### src/rtl/float2int_decoder.sv
// float2int_decoder: iterative shift decoder from 7-bit float code to integer.
// Define FLOAT2INT_CONST_LAT_EN to pad every conversion to 2^EXP_W-1 cycles.
module float2int_decoder #(
  parameter int EXP_W = 3,
  parameter int MAN_W = 4,
  parameter int OUT_W = 11
) (
  input  logic                   clk,
  input  logic                   rst_n,
  input  logic                   in_valid,
  output logic                   in_ready,
  input  logic [EXP_W+MAN_W-1:0] in_code,
  output logic                   out_valid,
  input  logic                   out_ready,
  output logic [OUT_W-1:0]       out_int,
  output logic                   busy
);

  if (OUT_W != MAN_W + (1 << EXP_W) - 1) begin : g_bad_width
    $error("OUT_W must equal MAN_W + 2**EXP_W - 1");
  end

  typedef enum logic [1:0] {
    S_IDLE,
    S_SHIFT,
    S_HOLD
  } state_t;

  state_t             r_state;
  logic [OUT_W-1:0]   r_acc;
  logic [EXP_W-1:0]   r_cnt;

  logic [EXP_W-1:0]   w_exp;
  logic [MAN_W-1:0]   w_man;
  logic               w_nz;
  logic [EXP_W-1:0]   w_n;
  logic [EXP_W-1:0]   w_cnt0;
  logic [OUT_W-1:0]   w_load;
  logic               w_take;
  logic               w_shen;

  assign w_exp  = in_code[EXP_W+MAN_W-1:MAN_W];
  assign w_man  = in_code[MAN_W-1:0];
  assign w_nz   = |w_exp;
  assign w_n    = w_nz ? w_exp - 1'b1 : '0;
  assign w_load = {{(OUT_W-MAN_W-1){1'b0}}, w_nz, w_man};

  assign out_valid = (r_state == S_HOLD);
  assign busy      = (r_state != S_IDLE);
  assign out_int   = r_acc;
  assign in_ready  = (r_state == S_IDLE)
                   | ((r_state == S_HOLD) & out_ready);
  assign w_take    = in_valid & in_ready;

`ifdef FLOAT2INT_CONST_LAT_EN
  // r_shf holds the real shifts left; r_cnt paces the fixed window.
  logic [EXP_W-1:0] r_shf;

  assign w_cnt0 = EXP_W'((1 << EXP_W) - 2);
  assign w_shen = (r_shf != '0);

  always_ff @(posedge clk or negedge rst_n) begin
    if (!rst_n) begin
      r_shf <= '0;
    end else if (w_take) begin
      r_shf <= w_n;
    end else if (r_state == S_SHIFT && w_shen) begin
      r_shf <= r_shf - 1'b1;
    end
  end
`else
  assign w_cnt0 = w_n;
  assign w_shen = 1'b1;
`endif

  always_ff @(posedge clk or negedge rst_n) begin
    if (!rst_n) begin
      r_state <= S_IDLE;
      r_acc   <= '0;
      r_cnt   <= '0;
    end else begin
      case (r_state)
        S_IDLE, S_HOLD: begin
          if (w_take) begin
            r_acc   <= w_load;
            r_cnt   <= w_cnt0;
            r_state <= (w_cnt0 != '0) ? S_SHIFT : S_HOLD;
          end else if (out_valid && out_ready) begin
            r_state <= S_IDLE;
          end
        end
        S_SHIFT: begin
          if (w_shen) begin
            r_acc <= r_acc << 1;
          end
          r_cnt <= r_cnt - 1'b1;
          if (r_cnt == EXP_W'(1)) begin
            r_state <= S_HOLD;
          end
        end
        default: r_state <= S_IDLE;
      endcase
    end
  end

endmodule

### config.mk
export PLATFORM = sky130hd
export DESIGN_NAME = float2int_decoder
export DESIGN_NICKNAME = d
export VERILOG_FILES = /design/src/rtl/float2int_decoder.sv
export SDC_FILE = /design/constraint.sdc
export NUM_CORES = 1
export LEC_CHECK = 0
export BUFFER_PORTS_ARGS = -buffer_cell sky130_fd_sc_hd__buf_2
export CAP_MARGIN = 20
export CORE_MARGIN = 10
export CORE_UTILIZATION = 54
export DETAILED_ROUTE_END_ITERATION = 8
export PLACE_DENSITY = 0.81
export SYNTH_ARGS = -nofsm -noshare
export SYNTH_HDL_FRONTEND = slang
export SYNTH_SLANG_ARGS = --single-unit
### constraint.sdc
create_clock -name clk -period 2.9 [get_ports clk]
set_clock_uncertainty 0.1 [all_clocks]
set_input_delay 0.58 -clock clk [delete_from_list [all_inputs] [get_ports clk]]
set_output_delay 0.58 -clock clk [all_outputs]
set_load 0.05 [all_outputs]
==> metrics <==
Worst EP required between 2 and 2.5 ns; Synth warnings 0; post-route ant nets 0; startpoint types register; HP Class in2async; Async SR Flop Fraction 100%; Fmax around 0.49 GHz; vias in the first global route 780; H-tree Lvls 1; Pint ~0.00066 W; Synth Area per Inst 9.82 um^2; worst setup path category reg2out; diode count 0; via count between 700 and 800; cell area after synthesis 893 um^2; FF-to-FF End out_int[2]; Final setup viols 0; gr usage total approximately an eighth; maximum clock path buffer count 2; share of cells above drive strength 1 30.2%; initial drt markers 10; Core Box Area approximately 1500 um^2; Detailed Place HPWL between 1.5 and 2 mm; final worst-path setup slack between 0.8 and 0.9 ns; Unique masters post-synth 35; Switch Pwr roughly 0.00073 W; GRT overflow 0; CTS sink count 16; PortBufs 24; Post-CTS Setup Repair Bufs 0; PD cells 1330 nW/um^2; WL per Instance 15.4 um; die area about 3700 um^2; DR vias/cell 5.69; Worst setup endpoint in_ready; EDFF count, synth 0; die width 60.7 um; Least-Margin Pin Slew 0.559 ns; maxcap violations 0; # IOs 25; #FFs+latches synth 16; Num CTS Buffers 3; Static Leak 0.539 nW; syn nets about 110; commonest cells in the netlist dfrtp_1 (16), nand2_1 (12), inv_1 (8); Clock power frac about 11%; fin crit share 70.3%; RSZ-0062 raised after global routing no; combinational family with the most area after synthesis simple AND/OR/NAND/NOR gates; critical path capture point type output port; initial antenna violation count 0; Post-Synthesis Cells just over 90; clock latency on the worst-skew pair between 0.2 and 0.3 ns; crit path from r_state[1]; final wirelength roughly 2.0 mm; FF-to-FF path depth 3; Synth Area in Simple Gates a little under a fifth; RD Place Congestion between 0.8 and 0.9; Fill cells 134; reg-to-reg slack, setup 0.99 ns; top-area cell type share of the netlist area 44.8%; synthesized-area fraction occupied by adder cells approximately 5.6%; P&R area growth vs syn 17.1%; Synth area leader dfrtp_1; Place WS between 0.9 and 1 ns; Sw Share 52.8%; mux contribution to synthesized area between 9 and 10%; r2r startpoint r_state[0]; Synth area leaders dfrtp_1 (45%), ha_1 (5.6%), nand2_1 (5.0%), mux2_1 (3.8%), mux2_2 (3.8%); Std-Cell Rows 14; Hold Buf Count CTS 0; Critical Path Fanout Max 8; outcome complete, no violations; maximum vdd drop between 0.0008 and 0.0009 V; max-slew violation count 0; compound-gate portion of the synthesized area roughly 15%; first-pass GRT wire length between 3 and 4 mm; sequential-to-total area share from yosys stat approximately 45%; DIE HEIGHT just over 60 um; Most used DFF post-synth dfrtp_1; Worst slew margin around 63%; Final Net Count roughly 130; Hold Vio Cnt, Final 0; Final TNS setup 0 ns; CTS tree built; CTS resizes 0; Residual DRC 0; xor/xnor share of the synthesized area less than 1%; root buffer cell clkbuf_4; Initial DRT Pass Iterations 4; crit path time final around 2.0 ns; Flop pwr share slightly below 30%; Worst EP arrival roughly 1.4 ns; Starting Density slightly below 60%; count leader, synth dfrtp_1; largest net degree at the start of global routing 17; logic gate share of total power about 59%; clock transition at the registers of the reported paths around 0.1 ns
==> placed cells by master, fill, tap and decap left out, drive strengths merged <==
| cell | n |
|---|---|
| buf | 24 |
| nor2b | 4 |
| o2bb2ai | 1 |
| clkbuf | 4 |
| or2 | 2 |
| nand3b | 1 |
| inv | 8 |
| nand2b | 5 |
| a21o | 1 |
| a221oi | 1 |
| mux2i | 2 |
| o32ai | 1 |
| nand2 | 12 |
| a21oi | 4 |
| mux2 | 6 |
| xor2 | 1 |
| nand3 | 1 |
| nor2 | 3 |
| and2 | 1 |
| o21ai | 7 |
| ha | 4 |
| o22ai | 1 |
| a211oi | 2 |
| nor4 | 1 |
| dfrtp | 16 |
| and2b | 1 |
| a211o | 1 |
| a22oi | 1 |
==> worst max-delay path: stages (launching register included) <==
cell	delay [ns]
dfrtp_1	0.48
and2b_1	0.24
nor2_1	0.08
buf_2	0.26
==> metal layers <==
layer / routed length, um / up-vias / global-route usage (%)
met5: 0 / - / 0
met1: 801 / 354 / 12.7
met2: 978 / 30 / 20.7
met3: 201 / 6 / 4.38
met4: 52 / 0 / 6.58
li1: - / 361 / -
==> power by group through the flow <==
stage	Combinational [W]	Clock [W]	Sequential, W
after floorplan	0.000465	0	0.000625
after global placement	0.000815	0	0.000409
after detailed placement	0.000835	0	0.000416
after CTS	0.000839	0.000153	0.000413
after global routing	0.000892	0.000162	0.000427
final	0.000824	0.000152	0.000413
==> registers in the layout, summed over array words and instances, names as in the netlist <==
register and flops:
r_cnt 3, out_int 11, r_state 2
==> worst min path at each step <==
stage,depth (start not counted),end,slack [ns],start
3_3_place_gp,2,out_int[7],0.39,out_int[6]
4_1_cts,1,r_state[1],0.09,rst_n
2_1_floorplan,0,out_int[0],0.18,rst_n
5_1_grt,1,r_state[0],0.10,rst_n
6_report,1,out_int[9],0.08,rst_n
3_5_place_dp,2,out_int[6],0.40,out_int[5]
==> stage by stage <==
| step | instance area, um^2 | cells | hold slack, ns | util [%] | power, W |
|---|---|---|---|---|---|
| global placement | 1010 | 128 | 0.395 | 65.5 | 0.00122 |
| CTS | 1050 | 132 | 0.0941 | 67.9 | 0.00141 |
| global route | 1050 | 132 | 0.100 | 67.9 | 0.00148 |
| finish | 1050 | 132 | 0.0804 | 67.9 | 0.00139 |
| detailed placement | 1010 | 128 | 0.398 | 65.5 | 0.00125 |
| floorplan | 893 | 91 | 0.184 | - | 0.00109 |
==> layout make-up <==
class	instances	area, um^2	share of cell area [%]
well taps	16	20.0	1.91
multi-input cells	64	439	42.0
flip-flops and latches	16	400	38.3
repair buffers	24	120	11.5
clock buffers	4	36.3	3.47
inverters	8	30.0	2.87
==> logic make-up (layout without fill, tap and decap cells) <==
family,Yosys count,in the layout
mux,8,8
flops,16,16
buf+inv,11,36
compound gates,20,20
xor+xnor,1,1
fa+ha+maj,4,4
simple gates,31,31
Power figures use the tool's default switching activity.
